### config.mk
export PLATFORM = sky130hd
export DESIGN_NAME = multi_channel_accumulator
export DESIGN_NICKNAME = d
export VERILOG_FILES = /design/src/rtl/acc_pkg.sv /design/src/rtl/acc_sat_add.sv /design/src/rtl/multi_channel_accumulator.sv
export SDC_FILE = /design/constraint.sdc
export NUM_CORES = 1
export LEC_CHECK = 0
export CAP_MARGIN = 40
export CORE_ASPECT_RATIO = 1.1
export CORE_MARGIN = 2
export CORE_UTILIZATION = 45
export CTS_CLUSTER_DIAMETER = 150
export DETAILED_ROUTE_END_ITERATION = 12
export DONT_BUFFER_PORTS = 1
export PLACE_DENSITY = 0.69
export SLEW_MARGIN = 20
export SYNTH_ARGS = -nofsm -noshare
export SYNTH_HDL_FRONTEND = slang
export SYNTH_SLANG_ARGS = --single-unit
### constraint.sdc
create_clock -name iCLK -period 3.9 [get_ports iCLK]
set_input_delay 0.585 -clock iCLK [delete_from_list [all_inputs] [get_ports iCLK]]
set_output_delay 0.585 -clock iCLK [all_outputs]
set_load 0.02 [all_outputs]
### src/rtl/acc_pkg.sv
// Shared defaults, channel-index width helper and signed limits for the
// multi-channel accumulator.
package acc_pkg;

    localparam int ACC_IL_DEFAULT  = 10;
    localparam int ACC_OL_DEFAULT  = 16;
    localparam int ACC_NCH_DEFAULT = 4;
    localparam int ACC_CW_DEFAULT  = 4;

    // Index width for n entries, never narrower than one bit.
    function automatic int clog2_min1(input int n);
        int w;
        w = 1;
        while ((1 << w) < n) begin
            w++;
        end
        return w;
    endfunction

    function automatic logic signed [63:0] acc_smax(input int ol);
        return (64'sd1 <<< (ol - 1)) - 64'sd1;
    endfunction

    function automatic logic signed [63:0] acc_smin(input int ol);
        return -(64'sd1 <<< (ol - 1));
    endfunction

endpackage

### src/rtl/acc_sat_add.sv
// OL-bit signed adder with overflow flag; clamps to the signed limits when
// ACC_SATURATE_EN is defined, otherwise wraps.
module acc_sat_add
    import acc_pkg::*;
#(
    parameter int OL = ACC_OL_DEFAULT
) (
    input  logic signed [OL-1:0] a,
    input  logic signed [OL-1:0] b,
    output logic signed [OL-1:0] sum,
    output logic                 ovf
);

    logic signed [OL-1:0] raw;

    // Signed overflow: operands agree in sign but the result does not.
    always_comb begin
        raw = a + b;
        ovf = (a[OL-1] == b[OL-1]) && (raw[OL-1] != a[OL-1]);
    end

`ifdef ACC_SATURATE_EN
    localparam logic signed [63:0] MAX64 = acc_smax(OL);
    localparam logic signed [63:0] MIN64 = acc_smin(OL);
    localparam logic signed [OL-1:0] SAT_MAX = MAX64[OL-1:0];
    localparam logic signed [OL-1:0] SAT_MIN = MIN64[OL-1:0];

    always_comb begin
        sum = raw;
        if (ovf) begin
            sum = a[OL-1] ? SAT_MIN : SAT_MAX;
        end
    end
`else
    assign sum = raw;
`endif

endmodule

### src/rtl/multi_channel_accumulator.sv
// Per-channel sample accumulator with one shared adder and a single
// registered output stage; ACC_SATURATE_EN selects clamping instead of wrap.
module multi_channel_accumulator
    import acc_pkg::*;
#(
    parameter int IL  = ACC_IL_DEFAULT,
    parameter int OL  = ACC_OL_DEFAULT,
    parameter int NCH = ACC_NCH_DEFAULT,
    parameter int CW  = ACC_CW_DEFAULT
) (
    input  logic                           iCLK,
    input  logic                           iRSTn,
    input  logic                           iCLR,
    input  logic                           iEN,
    output logic                           oREADY,
    input  logic [clog2_min1(NCH)-1:0]     iCH,
    input  logic signed [IL-1:0]           iDATA,
    input  logic [CW-1:0]                  iLEN,
    output logic                           oEN,
    input  logic                           iREADY,
    output logic [clog2_min1(NCH)-1:0]     oCH,
    output logic signed [OL-1:0]           oDATA,
    output logic                           oOVF
);

    localparam int CHW = clog2_min1(NCH);

    logic signed [OL-1:0] sum_q [NCH];
    logic signed [OL-1:0] sum_d [NCH];
    logic [CW-1:0]        cnt_q [NCH];
    logic [CW-1:0]        cnt_d [NCH];
    logic [NCH-1:0]       ovf_q, ovf_d;

    logic                 oen_q, oen_d;
    logic [CHW-1:0]       och_q, och_d;
    logic signed [OL-1:0] odata_q, odata_d;
    logic                 oovf_q, oovf_d;

    logic                 accept, hit, dump;
    logic signed [OL-1:0] add_a, add_b, add_sum;
    logic                 add_ovf;
    logic [CW-1:0]        cur_cnt;
    logic                 cur_ovf;

    assign oREADY = !oen_q || iREADY;
    assign accept = iEN && oREADY;
    assign hit    = accept && (32'(iCH) < 32'(NCH));

    // A same-edge clear makes the incoming sample the first of its channel.
    always_comb begin
        add_a   = '0;
        cur_cnt = '0;
        cur_ovf = 1'b0;
        if (hit && !iCLR) begin
            add_a   = sum_q[iCH];
            cur_cnt = cnt_q[iCH];
            cur_ovf = ovf_q[iCH];
        end
    end

    assign add_b = OL'(iDATA);
    assign dump  = hit && (cur_cnt >= iLEN);

    acc_sat_add #(
        .OL (OL)
    ) u_add (
        .a   (add_a),
        .b   (add_b),
        .sum (add_sum),
        .ovf (add_ovf)
    );

    always_comb begin
        sum_d = sum_q;
        cnt_d = cnt_q;
        ovf_d = ovf_q;
        if (iCLR) begin
            for (int i = 0; i < NCH; i++) begin
                sum_d[i] = '0;
                cnt_d[i] = '0;
            end
            ovf_d = '0;
        end
        if (hit) begin
            if (dump) begin
                sum_d[iCH] = '0;
                cnt_d[iCH] = '0;
                ovf_d[iCH] = 1'b0;
            end else begin
                sum_d[iCH] = add_sum;
                cnt_d[iCH] = cur_cnt + CW'(1);
                ovf_d[iCH] = cur_ovf | add_ovf;
            end
        end
    end

    // A new dump may replace an output that is handshaking on the same edge.
    always_comb begin
        oen_d   = oen_q;
        och_d   = och_q;
        odata_d = odata_q;
        oovf_d  = oovf_q;
        if (dump) begin
            oen_d   = 1'b1;
            och_d   = iCH;
            odata_d = add_sum;
            oovf_d  = cur_ovf | add_ovf;
        end else if (oen_q && iREADY) begin
            oen_d = 1'b0;
        end
    end

    always_ff @(posedge iCLK or negedge iRSTn) begin
        if (!iRSTn) begin
            for (int i = 0; i < NCH; i++) begin
                sum_q[i] <= '0;
                cnt_q[i] <= '0;
            end
            ovf_q   <= '0;
            oen_q   <= 1'b0;
            och_q   <= '0;
            odata_q <= '0;
            oovf_q  <= 1'b0;
        end else begin
            sum_q   <= sum_d;
            cnt_q   <= cnt_d;
            ovf_q   <= ovf_d;
            oen_q   <= oen_d;
            och_q   <= och_d;
            odata_q <= odata_d;
            oovf_q  <= oovf_d;
        end
    end

    assign oEN   = oen_q;
    assign oCH   = och_q;
    assign oDATA = odata_q;
    assign oOVF  = oovf_q;

endmodule
Yosys cells after proc, flatten, opt, wreduce, memory -nomap -nowiden
Index checks and enable logic that the tools add are counted.
Cells by class
  add/sub/neg operators: 2
  order comparisons: 5
  eq/ne operators: 2
  muxes and demuxes: 31
  bitwise operators: 8
  reductions and logical operators: 11
Operators with widths (count)
  64-bit 2-to-1 mux: 3
  16-bit 2-to-1 mux: 7
  64-bit AND: 1
  64-bit bitwise mux: 1
  64-bit inverter: 1
  16-bit binary-select mux with 2-bit select: 1
  16-bit demux with 2-bit select: 1
  4-bit 2-to-1 mux: 7
  16-bit by 10-bit adder with 16-bit output: 1
  16-bit AND: 1
  16-bit bitwise mux: 1
  16-bit inverter: 1
  4-bit binary-select mux with 2-bit select: 1
  4-bit demux with 2-bit select: 1
  1-bit logical AND: 7
  1-bit 2-to-1 mux: 5
  4-bit by 1-bit adder with 4-bit output, second input constant: 1
  4-bit AND: 1
  4-bit bitwise mux: 1
  4-bit greater-or-equal comparator: 1
  4-bit inverter: 1
  3-bit greater-or-equal comparator, second input constant: 1
  2-bit by 3-bit less-than comparator with 1-bit output, second input constant: 1
  3-bit by 1-bit less-than comparator with 1-bit output, second input constant: 1
  other kinds (10): 11
Storage, ports and cells
  register bits: 104
  output and inout bits: 21
  word-level logic and storage cells: 72

Logic depth before layout (Yosys ltp)
  word-level depth: 12
  depth in mapped cells: 13
  mapped depth without buffers: 10

Hierarchy
A second synthesis with hierarchy kept.
Second synthesis, totals
  cells, all modules: 439
  area total of the unflattened synthesis: 5439.0 um2
By module, submodules not included
  multi_channel_accumulator: instances 1, cells an instance 331, area an instance 4644.5 um2, seq. area each 2602.5 um2
  acc_sat_add: instances 1, cells an instance 108, area an instance 794.5 um2, seq. area each 0.0 um2

Worst setup path after synthesis
Ideal clock, no wire load.
  kind: input port to flip-flop
  from: in iCH[1]
  to: reg sum_q[12] in the netlist's numbering
  library setup time: 0.066 ns
  arrival time: 3.677 ns
  required time: 3.834 ns
  path slack: 0.156 ns
  cell stages on the path: 12
  path buffers: 3
  path through: buf_2 > buf_2 > clkbuf_1 > mux4_2 > and3_1 > ha_1 > a21oi_1 > o21ai_1 > mux2i_1 > o41ai_4 > a2111oi_4 > a22o_1
RTL lines
  start: declaration: line multi_channel_accumulator.sv:16  | input logic [clog2_min1(NCH)-1:0] iCH,
  end signal: assignment: line multi_channel_accumulator.sv:125  | sum_q <= sum_d;
  end: declaration: line multi_channel_accumulator.sv:28  | logic signed [OL-1:0] sum_q [NCH];

==> results_dict.tcl <==
set metrics [dict create \
    critPathArrivalTime_ps 3490 \
    r2r-start "sum_q[0]" \
    worst-slew-pin-transition_ps 599 \
    clockBufferDepth 2 \
    drive_gt1_frac 0.191 \
    crit_chain "mux4_2 -> and3_1 -> ha_1 -> fa_1 -> a21o_1 -> and3_4 -> o31a_4 -> a211oi_2 -> xor2_1 -> o21ai_1" \
    setup_viol 0 \
    ios 42 \
    max_freq_ghz 0.305 \
    synth_cell_types 59 \
    gp_congestion 0.862 \
    dpl.hpwl_mm 8.47 \
    area_delta_synth_final_pct 8.37 \
    power_frac_comb 0.125 \
    grt_pass1_wl_mm 21.9 \
    cpMaxStageDelayCell "mux4_2" \
    min_period_over_period 0.840 \
    p_leak_uw 0.00276 \
    dp_cells 595 \
    syn_nets 498 \
    finalHoldWorstSlack_ps 177 \
    layout_common_cells "dfrtp_1, a22o_1, nand2_1" \
    syn_area_per_cell_sq_um 12.0 \
    regToRegSetupSlack_ps 630 \
    finClkSkew_ps 6.34 \
    grt_max_degree 105 \
    h-tree-depth 3 \
    grt_pass1_vias 4105 \
    ys_seq_elements 104 \
    cp.required_ps 4120 \
    cts_buffers 9 \
    final_common_cell "dfrtp_1" \
    period_needed_ps 3270 \
    ys_async_sr_fraction 1.00 \
    dieArea_sq_um 13100 \
    num_antenna_cells 0 \
    drc 0 \
    port_buffers 0 \
    post_cts_buffers 0 \
    cp_max_fo 5 \
    die_h_um 120 \
    rsz0062_at_grt "no" \
    p_sw_frac 0.277 \
    avgRoutedWirePerCell_um 21.8 \
    postCtsHoldBufs 1 \
    outcome "complete, no violations" \
    num_vias 3806 \
    worstSetupStartpointType "flop" \
    clock-sinks 104 \
    synth_area_leaders "dfrtp_1, a22o_1, mux4_2, ha_1, nand2_1" \
    nNetsFinal 495 \
    cap_violations 0 \
    core_sq_um 12000 \
    overflow 0 \
    synth_edf_count 0 \
    crit_start "sum_q[0]" \
    yosysTopAreaCell "dfrtp_1" \
    routed_via_density 6.24 \
    seqPwrFrac 0.529 \
    slowest_delay_ps 460 \
    drt_first_pass_iters 4 \
    clk_latency_ps 350 \
    num_rows 42 \
    reg2regPathDepth 10 \
    syn_area_sq_um 5490 \
    min_path_type "input pin to async pin" \
    totalPowerFinal_uw 2450 \
    r2r_end "sum_q[30]" \
    hold_violations 0 \
    die_w_um 109 \
    intPower_uw 1770 \
    cts-root-buf "clkbuf_16" \
    path_class "flop to flop" \
    slew_viol_final 0 \
    synthFlopType "dfrtp_1" \
    vdd_ir_drop_max_mv 0.192 \
    cts_resized 0 \
    grt_use_total 0.221 \
    wirelength_mm 13.3 \
    powerDensity_nw_per_um2 412 \
    drtAntennaViolNets 0 \
    yosysWarnings 0 \
    layout.cells.non_filler 610 \
    p_switching_uw 680 \
    syn_inst 456 \
    tns_ps 0 \
    antenna_found_initial 0 \
    power_frac_clock 0.346 \
    max_slew_margin 0.600 \
    worstSetupEndpointType "flop" \
    drt_iter0_markers 266 \
    cts_tree "done" \
    finish.utilization 0.496 \
    ys_seq_area_frac 0.474 \
    path_clk_slew_ps 70 \
    yosysTopAreaCellShare 0.474 \
    initial_utilization 0.458 \
]
[worst max-delay path: cells and delay by family (launching register included)]
family | cells | cell delay, ps
AO/OA/AOI/OAI | 4 | 920
XOR/XNOR | 1 | 350
adder cells (fa/ha/maj) | 2 | 640
flip-flops | 1 | 380
multiplexers | 1 | 460
AND/OR/NAND/NOR | 2 | 380
[sequential cells by signal, indices dropped and copies added (netlist names)]
signal / count
sum_q: 64
cnt_q: 16
oDATA: 16
ovf_q: 4
oCH: 2
oEN: 1
oOVF: 1
[power by group through the flow]
stage          Combinational [uW]  Clock (uW)  Sequential [uW]
2_1_floorplan                 235           0             1300
3_3_place_gp                  273           0             1310
3_5_place_dp                  281           0             1320
4_1_cts                       308         863             1300
5_1_grt                       339         898             1310
6_report                      306         848             1300
[stage by stage]
step,worst slack (ps),area [sq um]
floorplan,156,5490
global placement,465,5650
detailed placement,422,5650
CTS,629,5950
global route,468,5950
finish,625,5950
[kinds of logic after synthesis]
kind of cell | Yosys count | share of synthesized area
mux | 36 | 0.117
compound gates | 129 | 0.189
fa+ha+maj | 21 | 0.0493
buf+inv | 33 | 0.0280
xor+xnor | 14 | 0.0251
simple gates | 119 | 0.118
flops | 104 | 0.474
[cells in the mapped netlist, types with 5 or more instances]
master      n
and3_1     22
o21ai_1    20
dfrtp_1   104
mux4_2     21
o21ai_0    13
nor3_1      5
xor2_1      7
mux2_1      6
a21oi_1    12
nand2b_1    6
xnor2_1     5
ha_1       20
mux2_2      8
nor2_1     14
o21ai_2     5
a22o_1     56
buf_2      12
clkbuf_1   14
nand2_1    43
nand3_1     7
[worst max-delay path by stage]
stage | slack (ps) | end
detailed placement | 420 | oDATA[12]
global route | 470 | oDATA[13]
CTS | 630 | sum_q[30]
finish | 630 | sum_q[30]
floorplan | 160 | sum_q[12]
global placement | 460 | oDATA[14]
[per-layer routing]
layer,vias up,GRT usage,share of wire
li1,1723,-,-
met1,1944,0.289,0.42
met2,115,0.353,0.49
met3,24,0.0608,0.073
met4,0,0.0783,0.022
met5,-,0,0
[layout make-up]
cell class                      count  area, sq um
Clock buffer                       12          256
Clock inverter                      2         16.3
Fill cell                        1078         6040
Inverter                            4         15.0
Multi-Input combinational cell    319         2730
Sequential cell                   104         2600
Tap cell                          154          193
Timing Repair Buffer               15          133
Note: power is estimated with default switching activity, not from simulation.
